$ cat src/rtl/alu_arbiter.sv
// Round-robin arbiter sharing one external combinational ALU between two requesters.
// One operation in flight: IDLE accepts, EXEC holds operands for SETTLE cycles, RESP holds the result.
module alu_arbiter #(
  parameter int SETTLE = 1
) (
  input  logic       clk,
  input  logic       rst_n,
  input  logic       req0_valid,
  output logic       req0_ready,
  input  logic [2:0] req0_opcode,
  input  logic [3:0] req0_a,
  input  logic [3:0] req0_b,
  input  logic       req1_valid,
  output logic       req1_ready,
  input  logic [2:0] req1_opcode,
  input  logic [3:0] req1_a,
  input  logic [3:0] req1_b,
  output logic [2:0] alu_opcode,
  output logic [3:0] alu_operand_a,
  output logic [3:0] alu_operand_b,
  input  logic [3:0] alu_result,
  output logic       rsp_valid,
  input  logic       rsp_ready,
  output logic       rsp_id,
  output logic [3:0] rsp_result,
  output logic       rsp_dz,
  output logic       busy
);

  localparam logic [3:0] LAST_CNT = 4'(SETTLE - 1);
  localparam logic [2:0] OP_DIV   = 3'b010;

  typedef enum logic [1:0] {ST_IDLE, ST_EXEC, ST_RESP} state_t;

  state_t     r_state;
  logic       r_last;
  logic [3:0] r_cnt;
  logic       r_id;
  logic [2:0] r_op;
  logic [3:0] r_a;
  logic [3:0] r_b;
  logic       r_rsp_valid;
  logic       r_rsp_id;
  logic [3:0] r_rsp_result;
  logic       r_rsp_dz;

  logic       w_any;
  logic       w_gnt;
  logic       w_accept;
  logic       w_dz;

  // On a tie the requester not granted last wins; a lone requester always wins.
  assign w_any    = req0_valid | req1_valid;
  assign w_gnt    = (req0_valid && req1_valid) ? ~r_last : req1_valid;
  assign w_accept = (r_state == ST_IDLE) && w_any;
  assign w_dz     = (r_op == OP_DIV) && (r_b == 4'd0);

  assign req0_ready    = w_accept && !w_gnt;
  assign req1_ready    = w_accept && w_gnt;
  assign alu_opcode    = r_op;
  assign alu_operand_a = r_a;
  assign alu_operand_b = r_b;
  assign rsp_valid     = r_rsp_valid;
  assign rsp_id        = r_rsp_id;
  assign rsp_result    = r_rsp_result;
  assign rsp_dz        = r_rsp_dz;
  assign busy          = (r_state != ST_IDLE);

  // The operand registers double as the ALU drive, so they are zeroed outside EXEC.
  always_ff @(posedge clk or negedge rst_n) begin
    if (!rst_n) begin
      r_state      <= ST_IDLE;
      r_last       <= 1'b1;
      r_cnt        <= 4'd0;
      r_id         <= 1'b0;
      r_op         <= 3'd0;
      r_a          <= 4'd0;
      r_b          <= 4'd0;
      r_rsp_valid  <= 1'b0;
      r_rsp_id     <= 1'b0;
      r_rsp_result <= 4'd0;
      r_rsp_dz     <= 1'b0;
    end else begin
      case (r_state)
        ST_IDLE: begin
          if (w_accept) begin
            r_state <= ST_EXEC;
            r_last  <= w_gnt;
            r_id    <= w_gnt;
            r_cnt   <= 4'd0;
            r_op    <= w_gnt ? req1_opcode : req0_opcode;
            r_a     <= w_gnt ? req1_a : req0_a;
            r_b     <= w_gnt ? req1_b : req0_b;
          end
        end
        ST_EXEC: begin
          if (r_cnt == LAST_CNT) begin
            r_state      <= ST_RESP;
            r_rsp_valid  <= 1'b1;
            r_rsp_id     <= r_id;
            r_rsp_result <= w_dz ? 4'd0 : alu_result;
            r_rsp_dz     <= w_dz;
            r_op         <= 3'd0;
            r_a          <= 4'd0;
            r_b          <= 4'd0;
          end else begin
            r_cnt <= r_cnt + 4'd1;
          end
        end
        ST_RESP: begin
          if (rsp_ready) begin
            r_state     <= ST_IDLE;
            r_rsp_valid <= 1'b0;
          end
        end
        default: r_state <= ST_IDLE;
      endcase
    end
  end

endmodule

$ cat config.mk
export PLATFORM = sky130hd
export DESIGN_NAME = alu_arbiter
export DESIGN_NICKNAME = d
export VERILOG_FILES = /design/src/rtl/alu_arbiter.sv
export SDC_FILE = /design/constraint.sdc
export NUM_CORES = 1
export LEC_CHECK = 0
export ABC_CLOCK_PERIOD_IN_PS = 1800
export BUFFER_PORTS_ARGS = -buffer_cell sky130_fd_sc_hd__buf_2
export CORE_MARGIN = 2
export CORE_UTILIZATION = 29
export CTS_BUF_LIST = sky130_fd_sc_hd__clkbuf_8 sky130_fd_sc_hd__clkbuf_16
export DETAILED_ROUTE_END_ITERATION = 10
export GPL_TIMING_DRIVEN = 0
export HOLD_SLACK_MARGIN = 0.03
export SYNTH_ARGS = -nofsm -noshare
export SYNTH_HDL_FRONTEND = slang
export SYNTH_SLANG_ARGS = --single-unit
$ cat constraint.sdc
create_clock -name clk -period 1.8 [get_ports clk]
set_clock_uncertainty 0.05 [all_clocks]
set_input_delay 0.09 -clock clk [delete_from_list [all_inputs] [get_ports clk]]
set_output_delay 0.09 -clock clk [all_outputs]
set_load 0.005 [all_outputs]
Yosys cells after proc, flatten, opt, wreduce, memory -nomap -nowiden
Index checks and enable logic that the tools add are counted.
Storage, ports and cells
  register bits after elaboration: 26
Operators by class
  $add $sub $neg: 1
  equal/unequal tests: 7
  muxes and demuxes: 23
  bitwise logic cells: 2
  reductions and logical operators: 18
Operators by type and width (count)
  4-bit 2-to-1 mux: 8
  4-bit case mux with 2 select lines: 3
  3-bit AND reduction: 4
  3-bit 2-to-1 mux: 3
  4-bit logical NOT: 2
  2-bit != test, second input constant: 4
  2-bit 2-to-1 mux: 3
  2-bit case mux with 3 select lines: 1
  3-bit case mux with 2 select lines: 1
  2-bit nonzero test: 3
  1-bit logical AND: 5
  4-bit by 1-bit adder with 4-bit output, second input constant: 1
  2-bit AND reduction: 2
  3-bit by 2-bit == test with 1-bit output, second input constant: 1
  1-bit 2-to-1 mux: 3
  2-bit by 1-bit == test with 1-bit output, second input constant: 1
  2-bit == test, second input constant: 1
  2-bit logical NOT: 1
  1-bit case mux with 2 select lines: 1
  1-bit logical NOT: 1
  1-bit NOT: 1
  1-bit OR: 1

Depth between registers and ports, before layout
Gate-level depths: netlist (run 1).
  word-level depth: 5
  depth in mapped cells: 6
  mapped depth without buffers: 5

Worst setup path after synthesis (run 1)
OpenSTA, ideal clock, no wires.
  kind: reg-to-reg
  from: register r_cnt[0]
  to: register r_rsp_id, in the netlist rsp_id
  library setup time: 0.125 ns
  arrival time: 1.333 ns
  required time: 1.625 ns
  setup slack: 0.292 ns
  cell stages (with the launch flop): 6
  period minus slack after synthesis: 1.508 ns
  cell sequence: dfrtp_1 -> inv_1 -> ha_1 -> nor3b_2 -> nand2_4 -> mux2_4
On the way
  longest elaborated chain between the ends: 2
RTL lines
  start, declared: line 37  | logic [3:0] r_cnt;
  start signal, assigned: line 107  | r_cnt <= r_cnt + 4'd1;
  4-bit logical NOT: line 97  | if (r_cnt == LAST_CNT) begin
  2-bit AND reduction (no source line)
  end signal, assigned: line 100  | r_rsp_id <= r_id;
  end, declared: line 43  | logic r_rsp_id;
Every way passes these cells.
A chain may end at the register's enable or synchronous reset.

Worst setup path after layout (run 1)
Same ends and word-level chain as after synthesis.

==> flow_summary.yaml, run 1 <==
run_status:
  status: "complete, no violations"
pwr:
  leakage_uw: 0.000890
  powerDensity_nw_per_um2: 1510
  ir_worst_vdd_mv: 0.601
worst_setup_path:
  path_delay_family: "simple AND/OR/NAND/NOR gates"
  crit_arrival_ps: 1800
  path_class: "reg -> reg"
  cp_max_fo: 6
  crit_start: "r_cnt[0]$_DFFE_PN0P_"
  cp_num_buf_inv: 1
  cp-start-kind: "flop"
  crit_required_ps: 1910
  cpPeakStageDelay_ps: 400
  end_kind: "flop"
  critical_path.cell_chain: "inv_1 > ha_1 > nor3b_2 > nand2_4 > mux2_4"
  rrSetupSlack_ps: 110
  crit_slowest_cell: "dfrtp_1"
  r2r_start: "r_cnt[0]$_DFFE_PN0P_"
sta:
  fin_crit_sh_pct: 94.1
  max_slew.worst_pin.slew_ps: 591
  finalHoldViolations: 0
  finalSetupViolCount: 0
  rsz0062_at_grt: "false"
  fin_crit_ps: 1690
  clock.fmax_mhz: 590
  fin_tns_setup_ps: 0
  slew_viol_final: 0
  setup_slack_ps: 105
  maxSlewHeadroom_pct: 60.6
global_route:
  grt_pass1_wl_um: 5310
  antenna_found_initial: 0
  grt_pass1_vias: 1189
  grt_max_degree: 27
  gr-total-overflow: 0
  grtUsageTotal_pct: 12.9
route:
  finalWirelength_um: 3030
  ant_nets: 0
  drc: 0
  dr.pass1.iters: 4
  dr_total_vias: 1127
  vias_per_cell: 4.78
  first_iter_violations: 38
  wl_per_cell_um: 12.8
placement:
  place.gp.congestion: 0.706
  placed_cells: 225
  dp_hpwl_um: 2230
  dpl-instance-area_um2: 1650
  port_buffers: 51
  pre_cts_ws_ps: 120
cells_and_area:
  nets: 218
  final_common_cell: "buf_2"
  syn_to_final_growth_pct: 35.0
  instances_no_fill: 236
  final_area_um2: 1800
  fin_util_pct: 41.0
  antenna_cells: 0
  fillers: 447
  most-common-layout-cells: "buf_2, dfrtp_1, o21ai_0, o22ai_1, mux2i_1"
  drive_gt1_share_pct: 39.7
min_path:
  hold_class: "in -> reg"
  worstHoldStart: "req0_opcode[2]"
floorplanning:
  start_util_pct: 30.4
  top_level_ports: 52
  row_count: 24
  dieArea_um2: 5150
  die_x_um: 71.8
  die_h_um: 71.8
  core_um2: 4380
yosys:
  synth-edff-count: 0
  synth-seq-area-share_pct: 48.9
  synth_area_per_cell_um2: 10.9
  ys.flop_type: "dfrtp_1"
  syn_area_um2: 1330
  synthArstFlopShare_pct: 100
  synth_cell_types: 36
  yosysWarningCount: 0
  synthCells: 122
  ys_ff_latch: 26
  syn_nets: 155
flow_run:
  cap_violations: 0
cts:
  cts_setup_buffers: 0
  clkSlewWorstSetupHoldPaths_ps: 90
  root_buffer: "clkbuf_8"
  cts_sinks: 26
  clock_path_buffers: 2
  cts_tree: "built"
  clkLatencyLatePin_ps: 270
  h-tree-depth: 1
  cts_made_buffers: 3
==> cell families after synthesis <==
| logic type | synth area share, % |
|---|---|
| and+or+nand+nor | 11.8 |
| AOI/OAI and AO/OA | 20.6 |
| adders and majority gates | 1.88 |
| buffers and inverters | 5.82 |
| muxes | 11.0 |
| DFF | 48.9 |
==> final timing paths <==
path                                        endpoint  depth (start not counted)
hold / removal             alu_opcode[2]$_DFFE_PN0P_                          3
setup reg to reg                  rsp_id$_DFFE_PN0P_                          5
setup / recovery                  rsp_id$_DFFE_PN0P_                          5
hold reg to reg                     r_id$_DFFE_PN0P_                          1
max in group asynchronous     r_state[0]$_DFFE_PN0P_                          2
min in group asynchronous       r_cnt[2]$_DFFE_PN0P_                          2
==> layer usage <==
metal | wire, µm | track usage [%] | part of all wire, % | vias to the layer above
met5 | 0 | 0 | 0 | -
met3 | 245 | 4.36 | 8.1 | 5
li1 | - | - | - | 573
met2 | 1320 | 20.2 | 44 | 48
met4 | 26 | 2.52 | 0.86 | 0
met1 | 1440 | 17.5 | 47 | 501
==> state kept, by name, indices dropped and copies added, names as in the netlist <==
signal         cells
alu_operand_b      4
r_state            2
r_last             1
r_id               1
rsp_result         4
rsp_dz             1
alu_opcode         3
rsp_valid          1
r_cnt              4
alu_operand_a      4
rsp_id             1
==> cells in the mapped netlist (2+ instances only) <==
cell type | count | area share, %
buf_6 | 3 | 2.5
nand3_1 | 4 | 1.5
o22ai_1 | 12 | 5.6
nor2_1 | 3 | 0.85
dfrtp_1 | 25 | 47
buf_2 | 2 | 0.75
ha_1 | 2 | 1.9
nor2_4 | 2 | 1.7
o31ai_1 | 4 | 2.3
inv_1 | 7 | 2.0
a21oi_1 | 2 | 0.75
mux2i_1 | 12 | 9.0
o21ai_0 | 21 | 7.9
==> area by class of cell <==
type,instances,area [µm²],share of cell area [%]
Clock buffer,3,41.3,2.29
Clock inverter,1,30.0,1.67
Multi-Input combinational cell,82,607,33.7
Inverter,8,30.0,1.67
Sequential cell,26,653,36.3
Tap cell,52,65.1,3.62
Buffer,6,47.5,2.64
Timing Repair Buffer,58,325,18.1
==> worst reg2reg max path: stages, from the launching register on <==
cell     delay, ps
dfrtp_1        400
inv_1           90
ha_1           200
nor3b_2        390
nand2_4        130
mux2_4         320
==> through the flow <==
stage / power (µW) / hold slack, ps
floorplan: 1800 / -256
global placement: 2230 / 81.9
detailed placement: 2250 / 85.1
CTS: 2760 / 40.1
global route: 2960 / 67.3
finish: 2720 / 48.6
==> timing repair <==
| action | 4_1_cts | 5_1_grt |
|---|---|---|
| gates resized for setup | 0 | 2 |
| endpoints found under the hold margin | 31 | 0 |
| hold buffers | 7 | 0 |
| endpoints found under the setup margin | 0 | 1 |
==> where the power goes <==
part	total, µW	switching, µW	internal (µW)
logic	1240	652	588
registers	1000	166	835
clock network	482	184	298
Power figures use the tool's default switching activity.
==> run 2, diff against run 1 <==
ABC_CLOCK_PERIOD_IN_PS = 2050   (was 1800)
CTS_BUF_LIST = sky130_fd_sc_hd__clkbuf_16   (was sky130_fd_sc_hd__clkbuf_8 sky130_fd_sc_hd__clkbuf_16)
CTS_CLUSTER_DIAMETER = 60   (was not set)
clock period = 2.05 ns   (was 1.8 ns; I/O delays follow)
==> flow_summary.yaml, run 2 (same netlist as run 1, synthesis figures left out) <==
global_route:
  grtUsageTotal_pct: 12.7
  antenna_found_initial: 0
  gr-total-overflow: 0
  grt_pass1_vias: 1181
  grt_pass1_wl_um: 5260
  grt_max_degree: 27
cells_and_area:
  instances_no_fill: 232
  final_common_cell: "buf_2"
  multi_input_area_um2: 603
  fillers: 450
  nets: 214
  drive_gt1_share_pct: 39.4
  fin_util_pct: 40.8
  antenna_cells: 0
  regArea_um2: 652
  most-common-layout-cells: "buf_2, dfrtp_1, o21ai_0, o22ai_1, mux2i_1"
  syn_to_final_growth_pct: 34.2
worst_setup_path:
  rrSetupSlack_ps: 360
  end_kind: "primary output"
  cpPeakStageDelay_ps: 530
  path_delay_family: "buffers and inverters"
  r2r_start: "r_cnt[0]$_DFFE_PN0P_"
  cpMostUsedCell: "buf_2"
  critical_path.cell_chain: "dlygate4sd3_1 > buf_2 > o21ai_1 > buf_2 > nor2_1 > buf_2"
  cp_num_buf_inv: 4
  path_class: "in -> out"
  crit_slowest_cell: "dlygate4sd3_1"
  cp-start-kind: "input pin"
  r2r_end: "rsp_id$_DFFE_PN0P_"
  rr_worst_depth: 5
  cp_max_fo: 10
  crit_arrival_ps: 1580
  crit_required_ps: 1900
pwr:
  ir_worst_vdd_mv: 0.644
  clkPwrFrac_pct: 22.4
  p_comb_share_pct: 42.8
  p_seq_share_pct: 34.9
  power.internal_uw: 1630
  p_switching_uw: 887
  power.share.switching_pct: 35.2
  powerDensity_nw_per_um2: 1410
  leakage_uw: 0.000889
cts:
  clkSlewWorstSetupHoldPaths_ps: 60
  cts_setup_buffers: 0
  cts_sinks: 26
  cts_tree: "built"
  h-tree-depth: 1
  root_buffer: "clkbuf_16"
  cts_made_buffers: 3
  clock_path_buffers: 2
  clkLatencyLatePin_ps: 260
route:
  dr.pass1.iters: 4
  ant_nets: 0
  vias_per_cell: 4.89
  dr_total_vias: 1134
  first_iter_violations: 67
  finalWirelength_um: 2990
  drc: 0
  wl_per_cell_um: 12.9
min_path:
  hold_class: "in -> reg"
  worstHoldStart: "alu_result[0]"
  min_to: "rsp_result[0]$_DFFE_PN0P_"
  hold-path-cell-count: 3
sta:
  finalHoldViolations: 0
  slew_viol_final: 0
  fin_tns_setup_ps: 0
  rsz0062_at_grt: "false"
  maxSlewHeadroom_pct: 60.4
  finalSetupViolCount: 0
  max_slew.worst_pin.slew_ps: 594
  fin_crit_sh_pct: 84.4
  fin_crit_ps: 1730
  clock.fmax_mhz: 578
placement:
  place.gp.congestion: 0.706
  dp_hpwl_um: 2230
  port_buffers: 51
  placed_cells: 225
floorplanning:
  die_x_um: 71.8
  core_um2: 4380
  start_util_pct: 30.4
  dieArea_um2: 5150
  die_h_um: 71.8
  row_count: 24
  top_level_ports: 52
run_status:
  status: "complete, no violations"
flow_run:
  cap_violations: 0
==> run 2: cell count changes in the layout (fill, tap and decap cells not counted) <==
| cell | previous run | this run |
|---|---|---|
| dfrtp_1 | 24 | 25 |
| o21ai_1 | 0 | 1 |
| o21ai_2 | 1 | 0 |
| dfrtp_2 | 1 | 0 |
| clkbuf_8 | 3 | 0 |
| dlygate4sd3_1 | 7 | 3 |
| clkbuf_16 | 0 | 3 |
==> run 2: worst max-delay path by stage <==
stage / from / end / slack (ps) / depth (start not counted)
after floorplan: r_cnt[0]$_DFFE_PN0P_ / rsp_id$_DFFE_PN0P_ / 540 / 5
after global placement: r_cnt[0]$_DFFE_PN0P_ / rsp_id$_DFFE_PN0P_ / 400 / 5
after detailed placement: r_cnt[0]$_DFFE_PN0P_ / rsp_id$_DFFE_PN0P_ / 370 / 5
after CTS: req0_valid / req0_ready / 320 / 6
after global routing: req0_valid / req0_ready / 200 / 6
final: req0_valid / req0_ready / 320 / 6
==> run 2: final cells by class <==
class | count | area share [%]
buffer | 6 | 2.66
timing repair buffer | 54 | 16.0
tap | 52 | 3.64
sequential | 26 | 36.5
clock inverter | 1 | 1.68
inverter | 8 | 1.68
multi-input combinational | 82 | 33.7
clock buffer | 3 | 4.20
==> run 2: worst reg2reg max path: stages (launching register included) <==
cell and delay, ps:
dfrtp_1 390, inv_1 90, ha_1 200, nor3b_2 390
nand2_4 130, mux2_4 320
==> run 2: repair_timing <==
item / CTS / global route
hold endpoints to repair: 27 / 0
hold buffers: 3 / 0
setup endpoints to repair: 0 / 0
resized for setup: 0 / 0
==> run 2: layer usage <==
metal	part of all wire (%)	GRT usage [%]
met1	47	17.5
met2	43	20.0
met3	10	4.78
met4	0	0.629
met5	0	0
==> run 2: power by group through the flow <==
stage | Sequential, µW | Combinational (µW) | Clock, µW
after detailed placement | 886 | 1090 | 0
after global placement | 883 | 1080 | 0
after global routing | 912 | 1210 | 600
after floorplan | 883 | 696 | 0
final | 878 | 1080 | 563
after CTS | 879 | 1100 | 576
==> run 2: per-stage QoR <==
stage / hold WS, ps / setup slack, ps / cell area (µm²) / total power, µW
3_3_place_gp: 94.4 / 396 / 1650 / 1960
5_1_grt: 42.7 / 204 / 1790 / 2730
6_report: 38.7 / 319 / 1790 / 2520
2_1_floorplan: -243 / 542 / 1330 / 1580
4_1_cts: 34.9 / 322 / 1790 / 2550
3_5_place_dp: 97.6 / 370 / 1650 / 1980
